**src/rtl/barrido_teclado_pkg.sv**
```systemverilog
// -----------------------------------------------------------------------------
// teclado_pkg
// Shared types and constants for the 4x4 keypad scanner (barrido_teclado).
//   estado_t    : debounce FSM states
//   COL_INICIAL : column driven first after reset (bit 3 = first column)
//   COL_FINAL   : last column of a scan; its dwell wrap is the scan boundary
//   NINGUNA     : "no key" row/column value
//   es_onehot() : true when exactly one bit of a 4-bit vector is set
// -----------------------------------------------------------------------------
package teclado_pkg;

    typedef enum logic [1:0] {
        LIBRE         = 2'd0,
        REBOTE_PULSA  = 2'd1,
        SOSTENIDA     = 2'd2,
        REBOTE_SUELTA = 2'd3
    } estado_t;

    localparam logic [3:0] COL_INICIAL = 4'b1000;
    localparam logic [3:0] COL_FINAL   = 4'b0001;
    localparam logic [3:0] NINGUNA     = 4'b0000;

    function automatic logic es_onehot(input logic [3:0] v);
        return (v != 4'b0000) && ((v & (v - 4'd1)) == 4'b0000);
    endfunction

endpackage

```
**src/rtl/barrido_teclado_if.sv**
```systemverilog
// -----------------------------------------------------------------------------
// barrido_teclado_if
// Keypad-side and comparator-side signals of the scanner.
//   fil_in       : raw keypad rows, active-high, asynchronous (bit 3 = row 0)
//   col_out      : one-hot column drive to the keypad
//   fil, col     : latched one-hot row/column of the accepted key
//   tecla_valida : one-cycle pulse when a new press is accepted
//   presionada   : high while the accepted key is held
//   estado       : debounce FSM state, for observation only
// Modports: master = the scanner, slave = keypad/comparator/observer side.
// Handshake: tecla_valida is a single-cycle valid with no ready; fil/col are
// stable from that cycle until the next accepted key or a reset.
// -----------------------------------------------------------------------------
interface barrido_teclado_if;
    import teclado_pkg::*;

    logic [3:0] fil_in;
    logic [3:0] col_out;
    logic [3:0] fil;
    logic [3:0] col;
    logic       tecla_valida;
    logic       presionada;
    estado_t    estado;

    modport master (
        input  fil_in,
        output col_out, fil, col, tecla_valida, presionada, estado
    );

    modport slave (
        output fil_in,
        input  col_out, fil, col, tecla_valida, presionada, estado
    );

endinterface

```
**src/rtl/barrido_teclado_sincronizador.sv**
```systemverilog
// -----------------------------------------------------------------------------
// sincronizador
// Two-flop synchronizer for a W-bit bus of independent asynchronous levels.
//   clk, rst_n : system clock, asynchronous active-low reset (clears to 0)
//   d_i        : asynchronous input
//   q_o        : input re-timed to clk, two cycles of latency
// -----------------------------------------------------------------------------
module sincronizador #(
    parameter int W = 4
) (
    input  logic         clk,
    input  logic         rst_n,
    input  logic [W-1:0] d_i,
    output logic [W-1:0] q_o
);

    logic [W-1:0] s1_q;
    logic [W-1:0] s2_q;

    always_ff @(posedge clk or negedge rst_n) begin
        if (!rst_n) begin
            s1_q <= '0;
            s2_q <= '0;
        end else begin
            s1_q <= d_i;
            s2_q <= s1_q;
        end
    end

    assign q_o = s2_q;

endmodule

```
**src/rtl/barrido_teclado.sv**
```systemverilog
// -----------------------------------------------------------------------------
// barrido_teclado
// 4x4 keypad scanner and debouncer. Drives the columns one-hot in rotation,
// samples the synchronized rows at the end of each column dwell, reduces each
// full scan to NONE / KEY(f,c) / INVALID and debounces presses and releases
// over DEBOUNCE_SCANS identical scans.
//   SCAN_DIV       : cycles each column is driven (>= 4)
//   DEBOUNCE_SCANS : identical scans needed to accept a press/release (1..15)
//   clk, rst_n     : system clock, asynchronous active-low reset
//   bus            : barrido_teclado_if.master (rows in; columns, key, status out)
// -----------------------------------------------------------------------------
module barrido_teclado
    import teclado_pkg::*;
#(
    parameter int SCAN_DIV       = 50000,
    parameter int DEBOUNCE_SCANS = 4
) (
    input  logic               clk,
    input  logic               rst_n,
    barrido_teclado_if.master  bus
);

    localparam int             CW      = (SCAN_DIV > 1) ? $clog2(SCAN_DIV) : 1;
    localparam logic [CW-1:0]  CNT_MAX = CW'(SCAN_DIV - 1);
    localparam logic [3:0]     DEB_ULT = 4'(DEBOUNCE_SCANS - 1);

    logic [3:0]    fil_s;

    // Dwell counter, column drive and per-scan accumulator.
    logic [CW-1:0] dwell_q,   dwell_d;
    logic [3:0]    col_act_q, col_act_d;
    logic          acc_hit_q, acc_hit_d;
    logic          acc_inv_q, acc_inv_d;
    logic [3:0]    acc_fil_q, acc_fil_d;
    logic [3:0]    acc_col_q, acc_col_d;

    // Debounce FSM and registered outputs.
    estado_t       estado_q;
    logic [3:0]    cand_fil_q, cand_col_q;
    logic [3:0]    cont_q;
    logic [3:0]    fil_q, col_q;
    logic          tecla_valida_q;
    logic          presionada_q;

    logic          fin_dwell, fin_barrido;
    logic          muestra_nz;
    logic          res_hit, res_inv, res_tecla;
    logic [3:0]    res_fil, res_col;
    logic          igual_cand, igual_lat;

    sincronizador #(.W(4)) u_sinc (
        .clk   (clk),
        .rst_n (rst_n),
        .d_i   (bus.fil_in),
        .q_o   (fil_s)
    );

    assign fin_dwell   = (dwell_q == CNT_MAX);
    assign fin_barrido = fin_dwell && (col_act_q == COL_FINAL);

    // Scan result including the sample taken this cycle, so the last column
    // is part of the result evaluated at the scan boundary.
    assign muestra_nz = |fil_s;
    assign res_hit    = acc_hit_q | muestra_nz;
    assign res_inv    = acc_inv_q | (muestra_nz & (acc_hit_q | !es_onehot(fil_s)));
    assign res_fil    = (muestra_nz && !acc_hit_q) ? fil_s     : acc_fil_q;
    assign res_col    = (muestra_nz && !acc_hit_q) ? col_act_q : acc_col_q;
    // INVALID collapses into NONE: only a clean single key counts.
    assign res_tecla  = res_hit & !res_inv;

    assign igual_cand = (res_fil == cand_fil_q) && (res_col == cand_col_q);
    assign igual_lat  = (res_fil == fil_q) && (res_col == col_q);

    always_comb begin
        dwell_d   = dwell_q + CW'(1);
        col_act_d = col_act_q;
        acc_hit_d = acc_hit_q;
        acc_inv_d = acc_inv_q;
        acc_fil_d = acc_fil_q;
        acc_col_d = acc_col_q;
        if (fin_dwell) begin
            dwell_d   = '0;
            col_act_d = {col_act_q[0], col_act_q[3:1]};
            if (fin_barrido) begin
                acc_hit_d = 1'b0;
                acc_inv_d = 1'b0;
                acc_fil_d = NINGUNA;
                acc_col_d = NINGUNA;
            end else begin
                acc_hit_d = res_hit;
                acc_inv_d = res_inv;
                acc_fil_d = res_fil;
                acc_col_d = res_col;
            end
        end
    end

    always_ff @(posedge clk or negedge rst_n) begin
        if (!rst_n) begin
            dwell_q   <= '0;
            col_act_q <= COL_INICIAL;
            acc_hit_q <= 1'b0;
            acc_inv_q <= 1'b0;
            acc_fil_q <= NINGUNA;
            acc_col_q <= NINGUNA;
        end else begin
            dwell_q   <= dwell_d;
            col_act_q <= col_act_d;
            acc_hit_q <= acc_hit_d;
            acc_inv_q <= acc_inv_d;
            acc_fil_q <= acc_fil_d;
            acc_col_q <= acc_col_d;
        end
    end

    // Debounce FSM: acts only at scan boundaries.
    always_ff @(posedge clk or negedge rst_n) begin
        if (!rst_n) begin
            estado_q       <= LIBRE;
            cand_fil_q     <= NINGUNA;
            cand_col_q     <= NINGUNA;
            cont_q         <= 4'd0;
            fil_q          <= NINGUNA;
            col_q          <= NINGUNA;
            tecla_valida_q <= 1'b0;
            presionada_q   <= 1'b0;
        end else begin
            tecla_valida_q <= 1'b0;
            if (fin_barrido) begin
                case (estado_q)
                    LIBRE: begin
                        if (res_tecla) begin
                            cand_fil_q <= res_fil;
                            cand_col_q <= res_col;
                            if (DEBOUNCE_SCANS == 1) begin
                                fil_q          <= res_fil;
                                col_q          <= res_col;
                                tecla_valida_q <= 1'b1;
                                presionada_q   <= 1'b1;
                                cont_q         <= 4'd0;
                                estado_q       <= SOSTENIDA;
                            end else begin
                                cont_q   <= 4'd1;
                                estado_q <= REBOTE_PULSA;
                            end
                        end
                    end
                    REBOTE_PULSA: begin
                        if (res_tecla && igual_cand) begin
                            if (cont_q >= DEB_ULT) begin
                                fil_q          <= cand_fil_q;
                                col_q          <= cand_col_q;
                                tecla_valida_q <= 1'b1;
                                presionada_q   <= 1'b1;
                                cont_q         <= 4'd0;
                                estado_q       <= SOSTENIDA;
                            end else begin
                                cont_q <= cont_q + 4'd1;
                            end
                        end else if (res_tecla) begin
                            cand_fil_q <= res_fil;
                            cand_col_q <= res_col;
                            cont_q     <= 4'd1;
                        end else begin
                            cont_q   <= 4'd0;
                            estado_q <= LIBRE;
                        end
                    end
                    SOSTENIDA: begin
                        if (!(res_tecla && igual_lat)) begin
                            cont_q   <= 4'd1;
                            estado_q <= REBOTE_SUELTA;
                        end
                    end
                    REBOTE_SUELTA: begin
                        if (!res_tecla) begin
                            // Count may already exceed DEB_ULT when DEBOUNCE_SCANS=1.
                            if (cont_q >= DEB_ULT) begin
                                presionada_q <= 1'b0;
                                cont_q       <= 4'd0;
                                estado_q     <= LIBRE;
                            end else begin
                                cont_q <= cont_q + 4'd1;
                            end
                        end else if (igual_lat) begin
                            cont_q   <= 4'd0;
                            estado_q <= SOSTENIDA;
                        end else begin
                            // A different key holds off the release.
                            cont_q <= 4'd0;
                        end
                    end
                    default: begin
                        cont_q   <= 4'd0;
                        estado_q <= LIBRE;
                    end
                endcase
            end
        end
    end

    assign bus.col_out      = col_act_q;
    assign bus.fil          = fil_q;
    assign bus.col          = col_q;
    assign bus.tecla_valida = tecla_valida_q;
    assign bus.presionada   = presionada_q;
    assign bus.estado       = estado_q;

endmodule

```
**src/flat_wrapper.sv**
```systemverilog
// flat-port wrapper written by rule: the top's interface ports become plain ports
module barrido_teclado_flat import teclado_pkg::*;
#(
    parameter int SCAN_DIV       = 50000,
    parameter int DEBOUNCE_SCANS = 4
)
  (clk, rst_n, bus_fil_in, bus_col_out, bus_fil, bus_col, bus_tecla_valida, bus_presionada, bus_estado);
  barrido_teclado_if bus_i ();
  input  logic clk;
  input  logic rst_n;
  input wire logic [$bits(bus_i.fil_in)-1:0] bus_fil_in;
  output wire logic [$bits(bus_i.col_out)-1:0] bus_col_out;
  output wire logic [$bits(bus_i.fil)-1:0] bus_fil;
  output wire logic [$bits(bus_i.col)-1:0] bus_col;
  output wire logic [$bits(bus_i.tecla_valida)-1:0] bus_tecla_valida;
  output wire logic [$bits(bus_i.presionada)-1:0] bus_presionada;
  output wire logic [$bits(bus_i.estado)-1:0] bus_estado;
  assign bus_i.fil_in = bus_fil_in;
  assign bus_col_out = bus_i.col_out;
  assign bus_fil = bus_i.fil;
  assign bus_col = bus_i.col;
  assign bus_tecla_valida = bus_i.tecla_valida;
  assign bus_presionada = bus_i.presionada;
  assign bus_estado = bus_i.estado;
  barrido_teclado #(.SCAN_DIV(SCAN_DIV), .DEBOUNCE_SCANS(DEBOUNCE_SCANS)) u_core (.clk(clk), .rst_n(rst_n), .bus(bus_i));
endmodule
```
**config.mk**
```make
export PLATFORM = sky130hd
export DESIGN_NAME = barrido_teclado_flat
export DESIGN_NICKNAME = d
export VERILOG_FILES = /design/src/rtl/barrido_teclado_pkg.sv /design/src/rtl/barrido_teclado_if.sv /design/src/rtl/barrido_teclado_sincronizador.sv /design/src/rtl/barrido_teclado.sv /design/src/flat_wrapper.sv
export SDC_FILE = /design/constraint.sdc
export NUM_CORES = 1
export LEC_CHECK = 0
export ABC_AREA = 1
export CAP_MARGIN = 20
export CORE_UTILIZATION = 40
export CTS_CLUSTER_DIAMETER = 120
export CTS_CLUSTER_SIZE = 8
export DETAILED_ROUTE_END_ITERATION = 10
export SYNTH_ARGS = -nofsm -noshare
export SYNTH_HDL_FRONTEND = slang
export SYNTH_SLANG_ARGS = --single-unit
```
**constraint.sdc**
```tcl
create_clock -name clk -period 2.7 [get_ports clk]
set_input_delay 0.405 -clock clk [delete_from_list [all_inputs] [get_ports clk]]
set_output_delay 0.405 -clock clk [all_outputs]
set_load 0.01 [all_outputs]
```
After elaboration in Yosys (flattened, before gate mapping)

Cells that the tools add are included.
Widths: inputs -> output; s select.

Add/subtract/negate cells: 3
Equal/unequal tests: 20
Reduce and logical (&&, ||, !) cells: 21
Divide/modulo/power cells: 0
Order comparisons: 1
Multiply operators: 0
Shift-type cells: 0
Multiplexer cells: 38
Bitwise gates (word level): 6

Operator list:

| kind                  | number |
|---|---|
| $mux 4                | 13 |
| $add 16x1->16 const B | 1 |
| $eq 16x16->1 const B  | 1 |
| $eq 4x4->1            | 4 |
| $mux 16               | 1 |
| $mux 2                | 8 |
| $pmux 4 s2            | 2 |
| $pmux 4 s4            | 1 |
| $mux 1                | 11 |
| $ne 3x3->1 const B    | 3 |
| $ne 2x1->1 const B    | 4 |
| $pmux 2 s4            | 1 |
| $logic_and 1x1->1     | 7 |
| $reduce_and 7->1      | 1 |
| $ne 2x2->1 const B    | 3 |
| $reduce_and 3->1      | 2 |
| $reduce_and 6->1      | 1 |
| $add 4x1->4 const B   | 1 |
| $and 4x4->4           | 1 |
| $eq 2x2->1 const B    | 2 |
| $eq 4x1->1 const B    | 1 |
| $ge 4x2->1 const B    | 1 |
| $logic_not 4->1       | 1 |
| $reduce_and 4->1      | 1 |
| other kinds (11)      | 17 |

RAM bits: 0
ROM bits: 0
Logic and storage cells: 105
Bits in registers: 62
Bits of input ports: 6
Bits in latches: 0
Memories kept: 0

Longest topological paths before layout

Gate-level depths: netlist of the first run.

Depth in word-level cells: 14
Gate-level depth with buffers: 17
Mapped depth without buffers: 16

Hierarchy

A second synthesis of the first run with hierarchy kept.

Cell total of the unflattened synthesis: 417
Area, all modules: 3,305.7 sq um

By module, submodules not included:

| module          | cells each | instances | area each (sq um) |
|---|---|---|---|
| barrido_teclado | 409        | 1         | 3,105.5 |
| sincronizador   | 8          | 1         | 200.2 |

Worst setup path after synthesis of the first run

No wires, ideal clock.

Path kind: register to register
Start: reg u_core.u_sinc.s2_q[3] (netlist: u_core.u_sinc.q_o[3])
End: reg u_core.fil_q[1] (netlist: u_core.bus.fil[1])
Arrival time: 1.749 ns
Stages on the path, launching flop included: 13
Path slack: 0.830 ns
Data required time: 2.579 ns
Library setup time: 0.121 ns
Cell sequence: dfrtp_1 -> nor2_2 -> nand2_4 -> buf_6 -> nand2_4 -> nand4_4 -> inv_2 -> nand3_2 -> nor2_2 -> nand3_4 -> nor2_8 -> buf_8 -> o21ai_1

Longest elaborated chain between the ends: 12

RTL lines:

| element                        | line                                | RTL |
|---|---|---|
| from (decl)                    | barrido_teclado_sincronizador.sv:18 | `logic [W-1:0] s2_q;` |
| from (signal assigned)         | barrido_teclado_sincronizador.sv:26 | `s2_q <= s1_q;` |
| $sub 4x1->4                    | barrido_teclado_pkg.sv:24           | `return (v != 4'b0000) && ((v & (v - 4'd1)) == 4'b0000);` |
| $and 4x4->4                    | barrido_teclado_pkg.sv:24           |  |
| $logic_not 4->1                | barrido_teclado_pkg.sv:24           |  |
| $logic_and 1x1->1              | barrido_teclado_pkg.sv:24           |  |
| $logic_not 1->1                | barrido_teclado.sv:65               | `assign res_inv = acc_inv_q \| (muestra_nz & (acc_hit_q \| !es_onehot(fil_s)));` |
| $or 1x1->1                     | barrido_teclado.sv:65               |  |
| $and 1x1->1                    | barrido_teclado.sv:65               |  |
| $or 1x1->1                     | barrido_teclado.sv:65               |  |
| $logic_not 1->1                | barrido_teclado.sv:69               | `assign res_tecla = res_hit & !res_inv;` |
| $and 1x1->1                    | barrido_teclado.sv:69               |  |
| $logic_and 1x1->1 (*)          | barrido_teclado.sv:149              | `if (res_tecla && igual_cand) begin` |
| $reduce_and 4->1 (no line) (*) | -                                   |  |
| to (signal assigned)           | barrido_teclado.sv:136              | `fil_q <= res_fil;` |
| to (signal assigned)           | barrido_teclado.sv:151              | `fil_q <= cand_fil_q;` |
| to (decl)                      | barrido_teclado.sv:41               | `logic [3:0] fil_q, col_q;` |

Mark *: on every way between the ends. The rest lies on a longest branch, timed or not.
A chain may end at the register's enable or synchronous reset.

Final worst setup path of the first run

Start: reg u_core.u_sinc.s2_q[1] (netlist: u_core.u_sinc.q_o[1])
End: reg u_core.cand_col_q[3]

Longest elaborated chain between the ends: 13

RTL lines:

| element                                        | line                                                                   | RTL |
|---|---|---|
| $sub 4x1->4                                    | barrido_teclado_pkg.sv:24                                              |  |
| $and 4x4->4                                    | barrido_teclado_pkg.sv:24                                              |  |
| $logic_not 4->1                                | barrido_teclado_pkg.sv:24                                              |  |
| $logic_and 1x1->1                              | barrido_teclado_pkg.sv:24                                              |  |
| $logic_not 1->1                                | barrido_teclado.sv:65                                                  |  |
| $or 1x1->1                                     | barrido_teclado.sv:65                                                  |  |
| $and 1x1->1                                    | barrido_teclado.sv:65                                                  |  |
| $or 1x1->1                                     | barrido_teclado.sv:65                                                  |  |
| $logic_not 1->1                                | barrido_teclado.sv:69                                                  |  |
| $and 1x1->1                                    | barrido_teclado.sv:69                                                  |  |
| $mux 4 or $logic_and 1x1->1 (tied branches)    | barrido_teclado.sv:132, barrido_teclado.sv:160, barrido_teclado.sv:149 |  |
| $mux 4 or $ne 2x2->1 (tied branches)           | -                                                                      |  |
| $pmux 4 s2 or $reduce_and 3->1 (tied branches) | -                                                                      |  |
| to (signal assigned)                           | barrido_teclado.sv:134                                                 | `cand_col_q <= res_col;` |
| to (signal assigned)                           | barrido_teclado.sv:162                                                 | `cand_col_q <= res_col;` |
| to (decl)                                      | barrido_teclado.sv:39                                                  | `logic [3:0] cand_fil_q, cand_col_q;` |

Parallel ways exist; a longest one is shown, timed or not. The select of a mux whose other input is x is not followed.

==> results.cfg, run 1 <==
[worst_setup_path]
r2r_end = u_core.cand_col_q[3]$_DFFE_PN0P_
cp-start-kind = register
cp-end-kind = register
reg2reg_depth = 14
crit_fanout = 12
arrival_ps = 2500
cp.required_ps = 2930
reg2reg_from = u_core.u_sinc.q_o[1]$_DFF_PN0_
crit_type = reg2reg
reg2reg_slack_ps = 430

[yosys]
yosysTopAreaCellShare_pct = 44.9
synth_edf_count = 0
ys_types = 36
yosys_warnings = 0
synth_nets = 451
synthFlopType = dfrtp_1
seq_area_frac_synth_pct = 45.7
synthArstFlopShare_pct = 100
ys_top_cells_by_area = dfrtp_1, nand2_1, nand3_1, inv_1, nor2_1
synth_area_um2 = 3400
synth_top_area_cell = dfrtp_1
syn_area_per_cell_um2 = 7.67
ys_ff_latch = 62
synth_cells = 443

[hold_path]
hold_path_class = in2async

[global_routing]
gr-total-overflow = 0
antenna_found_initial = 0
grt_usage_pct = 19.8
grt_pass1_vias = 2891
grt_max_degree = 63
grt_pass1_wl_um = 13400

[flow_run]
maxCapViolCount = 0

[route]
drt_pre_antenna_iters = 5
via_per_inst = 4.97
drtIter0Drc = 187
drt_wl_total_um = 7610
wl_per_cell_um = 13.1
drc = 0
ant_nets = 0
vias = 2880

[finish]
final_area_um2 = 3890
layout.nets = 478
syn2layout_area_growth_pct = 14.4
diodes = 0
fin_util_pct = 47.3
nFillCells = 802
seqCellArea_um2 = 1550
multi_input_area_um2 = 1570
drive_gt1_share_pct = 10.9

[sta]
hold_violations = 0
relSlewSlack_pct = 47.5
setup_viol = 0
period_needed_ps = 2270
setup_slack_ps = 428
fin_tns_setup_ps = 0
drv_slew = 0
fin_skew_ps = 6.02
worst_slew_pin_slew_ps = 788
fmax_mhz = 440
rsz0062_at_grt = false
fin_crit_sh_pct = 84.1

[power]
swShare_pct = 23.8
p_seq_share_pct = 52.4
combPwrFrac_pct = 4.6
internal-power_w = 0.00136
clkPwrFrac_pct = 43.0
power_density_nw_per_um2 = 461
switchingPower_w = 0.000427
ir_drop_mv = 0.240
p_leak_nw = 1.93

[floorplanning]
core_um2 = 8220
die_height_um = 94.2
die_area_um2 = 8870
start_util_pct = 41.4
die_w_um = 94.2
io_pins = 22
rows = 33

[cts]
htreeDepth = 3
clockBufferDepth = 2
cts_tree = yes
clk_pin_slew_worst_paths_ps = 70
cts_root_buffer = clkbuf_8
cts-buffers-inserted = 9
ctsResizeCount = 0
insertion_delay_ps = 340
cts_setup_buffers = 0
clock-sinks = 62
postCtsHoldBufs = 0

[place]
dp_hpwl_um = 5520
numPortBuffers = 21
routabilityCongestion = 0.857
placed_cell_area_um2 = 3700
place_ws_ps = 441

[run_status]
status = finished clean
-- logic make-up after synthesis --
family	share of synthesized area, %
AOI/OAI and AO/OA	5.85
xor gates and xnor gates	1.03
adders and majority gates	0.736
buffers and inverters	8.10
DFF	45.7
and+or+nand+nor	38.6
-- metal layers --
metal	share of wire [%]	vias to the layer above	global-route usage, %
met5	0	-	0
met4	1.9	0	8.21
met3	4.0	13	3.64
met2	46	60	31.8
met1	48	1332	25.9
li1	-	1475	-
-- state kept, by name, indices dropped and copies added (netlist names) --
| signal | count |
|---|---|
| u_core.acc_hit_q | 1 |
| u_core.cont_q | 4 |
| u_core.bus.presionada | 1 |
| u_core.cand_col_q | 4 |
| u_core.acc_fil_q | 4 |
| u_core.cand_fil_q | 4 |
| u_core.bus.col | 4 |
| u_core.bus.tecla_valida | 1 |
| u_core.bus.fil | 4 |
| u_core.dwell_q | 16 |
| u_core.acc_inv_q | 1 |
| u_core.bus.col_out | 4 |
| u_core.acc_col_q | 4 |
| u_core.u_sinc.s1_q | 4 |
| u_core.u_sinc.q_o | 4 |
| u_core.bus.estado | 2 |
-- synth_stat cells, types with 2 or more instances --
| master | instances |
|---|---|
| a21oi_1 | 11 |
| nor3_1 | 13 |
| inv_1 | 55 |
| ha_1 | 2 |
| nand2_1 | 123 |
| o21ai_0 | 11 |
| dfrtp_1 | 61 |
| buf_6 | 2 |
| nor2_1 | 38 |
| nand2_2 | 7 |
| nand2_4 | 4 |
| inv_2 | 3 |
| or2_1 | 2 |
| nor2_2 | 5 |
| clkbuf_1 | 4 |
| xor2_1 | 4 |
| nand3_1 | 58 |
| nand4_1 | 10 |
| o21ai_1 | 8 |
| nor4_1 | 2 |
| nand3_2 | 5 |
-- power by group through the flow --
stage	clock [W]	sequential [W]	combinational (W)
2_1_floorplan	0	0.000956	0.0000477
3_3_place_gp	0	0.000956	0.0000821
3_5_place_dp	0	0.000957	0.0000829
4_1_cts	0.000793	0.000939	0.0000829
5_1_grt	0.000831	0.000939	0.0000941
6_report	0.000771	0.000939	0.0000816
-- worst max-delay path, cell delays in order (launching register included) --
cell     delay (ps)
dfrtp_1         420
nor2_2          210
nand2_4         160
nand2_4         180
nand2_1         110
nand2_1         130
nand2_1          70
nand2_1         160
nor3_1           60
nand3_1         110
nand2_2          90
o21ai_4         150
nand2_4         130
nand2_1          90
nand2_1          60
-- cell type report --
type	count	area share [%]
clock buffers	13	4.35
clock inverters	3	0.451
inverters	58	5.60
multi-input cells	315	40.4
flip-flops and latches	62	40.0
well taps	105	3.38
repair buffers	24	5.86
-- cells in the final DEF (no fill, tap or decap), types with 2 or more instances in the layout --
cell type | synthesis | routed
nand2_2 | 7 | 7
ha_1 | 2 | 2
nand3_1 | 58 | 58
or2_1 | 2 | 2
nor2_2 | 5 | 5
nor4_1 | 2 | 2
nor3_1 | 13 | 13
nand4_1 | 10 | 10
xor2_1 | 4 | 4
clkbuf_8 | 0 | 12
o21ai_1 | 8 | 8
nand3_2 | 5 | 5
dfrtp_1 | 61 | 61
nand2_1 | 123 | 123
inv_2 | 3 | 3
inv_1 | 55 | 55
clkdlybuf4s50_1 | 0 | 20
o21ai_0 | 11 | 11
clkinv_2 | 0 | 2
nor2_1 | 38 | 38
a21oi_1 | 11 | 11
nand2_4 | 4 | 4
buf_4 | 0 | 3
-- how the worst max path moves through the flow --
stage	from	to	slack, ps	depth (start not counted)
after floorplan	u_core.u_sinc.q_o[3]$_DFF_PN0_	u_core.bus.fil[1]$_DFFE_PN0P_	830	12
after global placement	u_core.u_sinc.q_o[3]$_DFF_PN0_	u_core.cand_col_q[0]$_DFFE_PN0P_	490	14
after detailed placement	u_core.u_sinc.q_o[1]$_DFF_PN0_	u_core.cand_col_q[3]$_DFFE_PN0P_	440	14
after CTS	u_core.u_sinc.q_o[1]$_DFF_PN0_	u_core.cand_col_q[3]$_DFFE_PN0P_	440	14
after global routing	u_core.u_sinc.q_o[1]$_DFF_PN0_	u_core.bus.estado[0]$_DFFE_PN0P_	190	16
final	u_core.u_sinc.q_o[1]$_DFF_PN0_	u_core.cand_col_q[3]$_DFFE_PN0P_	430	14
-- stage by stage --
step                hold WS, ps  total power (W)  std cells
floorplan                   109          0.00100        443
global placement            340          0.00104        564
detailed placement          340          0.00104        564
CTS                         264          0.00182        580
global route                302          0.00186        580
finish                      223          0.00179        580
(Power assumes the default switching activity.)
==> run 2: changes to the inputs <==
clock period = 2.35 ns   (was 2.7 ns; I/O delays follow)
==> run 2 against run 1 <==
  * Routed wire length increased by 4.9%
  * Critical path depth unchanged
  * Power increased by 25%
  * Die area unchanged
  * Clock power increased by 36%
  * Utilization increased by 2.3 points
  * Clock skew increased by 7.6 ps
  * Sequential power increased by 15%
  * Sequential share of layout area decreased by 1.8 points
  * Non-clock buffer count increased by 10
  * Critical endpoint is now u_core.cand_fil_q[0]$_DFFE_PN0P_
  * Highest routed layer unchanged
==> results.cfg, run 2 (same netlist as run 1, synthesis figures left out) <==
[hold_path]
hold_path_class = reg2reg

[power]
ir_drop_mv = 0.334
p_leak_nw = 2.00
power_density_nw_per_um2 = 549

[cts]
clk_pin_slew_worst_paths_ps = 70
insertion_delay_ps = 350
htreeDepth = 3
cts_root_buffer = clkbuf_8
cts_tree = yes
cts-buffers-inserted = 9
clock-sinks = 62
clockBufferDepth = 2

[worst_setup_path]
crit_type = reg2reg
path_buf_inv = 0
cp-end-kind = register
timing.critical_path.mode_cell = nand2_1
cp_cell_sequence = nor2_4, nand2_8, nand2_8, nand2_1, nand2_2, nand2_1, nand2_1, nor3_2, nand3_1, nand2_2, o21ai_4, nand2_4, nand2_1, nand2_1
arrival_ps = 2410
crit_fanout = 12
cp.required_ps = 2590
path_delay_family = simple AND/OR/NAND/NOR gates
cp-start-kind = register
crit_path_top_delay_cell = dfrtp_1
max_stage_delay_ps = 430

[sta]
setup_viol = 0
hold_violations = 0
relSlewSlack_pct = 60.5
fin_crit_sh_pct = 92.3
whs_ps = 344
worst_slew_pin_slew_ps = 593
drv_slew = 0
fin_skew_ps = 13.6
fmax_mhz = 461
setup_slack_ps = 181
period_needed_ps = 2170

[finish]
syn2layout_area_growth_pct = 19.9
layout_commonest_cell = nand2_1
largest_reg_flops = 16
final_cells = 591
top_register = u_core.dwell_q
layout_common_cells = nand2_1, dfrtp_1, nand3_1
fin_util_pct = 49.6
diodes = 0
drive_gt1_share_pct = 14.4
layout.nets = 489

[route]
drc = 0
wl_per_cell_um = 13.5
drt_pre_antenna_iters = 4
drt_wl_total_um = 7990
drtIter0Drc = 157
via_per_inst = 4.96
ant_nets = 0
vias = 2931

[floorplanning]
die_height_um = 94.2
die_w_um = 94.2
start_util_pct = 41.4
core_um2 = 8220
rows = 33
io_pins = 22
die_area_um2 = 8870

[flow_run]
maxCapViolCount = 0

[place]
routabilityCongestion = 0.870
dp_hpwl_um = 5790
place_ws_ps = 99.8
dp_cells = 568
numPortBuffers = 21

[global_routing]
grt_max_degree = 25
grt_usage_pct = 19.4
grt_pass1_vias = 2677
grt_pass1_wl_um = 12900
antenna_found_initial = 0
gr-total-overflow = 0

[run_status]
status = finished clean
-- run 2: cell count changes in the layout (fill, tap and decap cells not counted), sizes merged --
cell and change:
buf +9, bufinv +2, clkbuf -4, clkinv +3, dlygate4sd3 +1, inv -1
o21ai +1
-- run 2: per-layer routing --
layer  vias to the layer above  wire [um]  global-route usage [%]
met3                        11        320                    4.45
met4                         0        121                    6.41
met1                      1359       3760                    25.6
met5                         -          0                       0
li1                       1498          -                       -
met2                        63       3780                    31.0
-- run 2: layout make-up --
class,count,area [um^2]
Sequential cell,62,1550
Multi-Input combinational cell,316,1630
Fill cell,812,4140
Tap cell,105,131
Clock buffer,9,124
Inverter,58,219
Clock inverter,7,98.8
Timing Repair Buffer,34,318
-- run 2: stage by stage --
step / power [W] / cell area (um^2) / TNS [ps]
2_1_floorplan: 0.00115 / 3400 / 0
3_3_place_gp: 0.00119 / 3730 / 0
3_5_place_dp: 0.00120 / 3730 / 0
4_1_cts: 0.00226 / 3960 / 0
5_1_grt: 0.00233 / 4070 / -122
6_report: 0.00224 / 4070 / 0
-- run 2: power by group --
part / total [W] / switching (W) / internal (W)
clock network: 0.00105 / 0.000451 / 0.000600
registers: 0.00108 / 0.00000653 / 0.00107
logic: 0.000105 / 0.0000698 / 0.0000353
total: 0.00224 / 0.000527 / 0.00171
-- run 2: repair_timing --
item | CTS | global route
gates resized for setup | 0 | 12
setup endpoints to repair | 0 | 20
hold endpoints to repair | 9 | 0
hold buffers | 1 | 0
setup buffers | 0 | 5
-- run 2: path summary, 6_finish.rpt --
kind,startpoint,end,slack (ps),depth (start not counted)
worst max-delay path,u_core.u_sinc.q_o[2]$_DFF_PN0_,u_core.cand_fil_q[0]$_DFFE_PN0P_,180,14
worst min-delay path,u_core.u_sinc.s1_q[1]$_DFF_PN0_,u_core.u_sinc.q_o[1]$_DFF_PN0_,340,0
worst max register to register,u_core.u_sinc.q_o[2]$_DFF_PN0_,u_core.cand_fil_q[0]$_DFFE_PN0P_,180,14
worst min register to register,u_core.u_sinc.s1_q[1]$_DFF_PN0_,u_core.u_sinc.q_o[1]$_DFF_PN0_,340,0
max in group asynchronous,rst_n,u_core.u_sinc.q_o[3]$_DFF_PN0_,1120,3
min in group asynchronous,rst_n,u_core.bus.tecla_valida$_DFF_PN0_,500,2
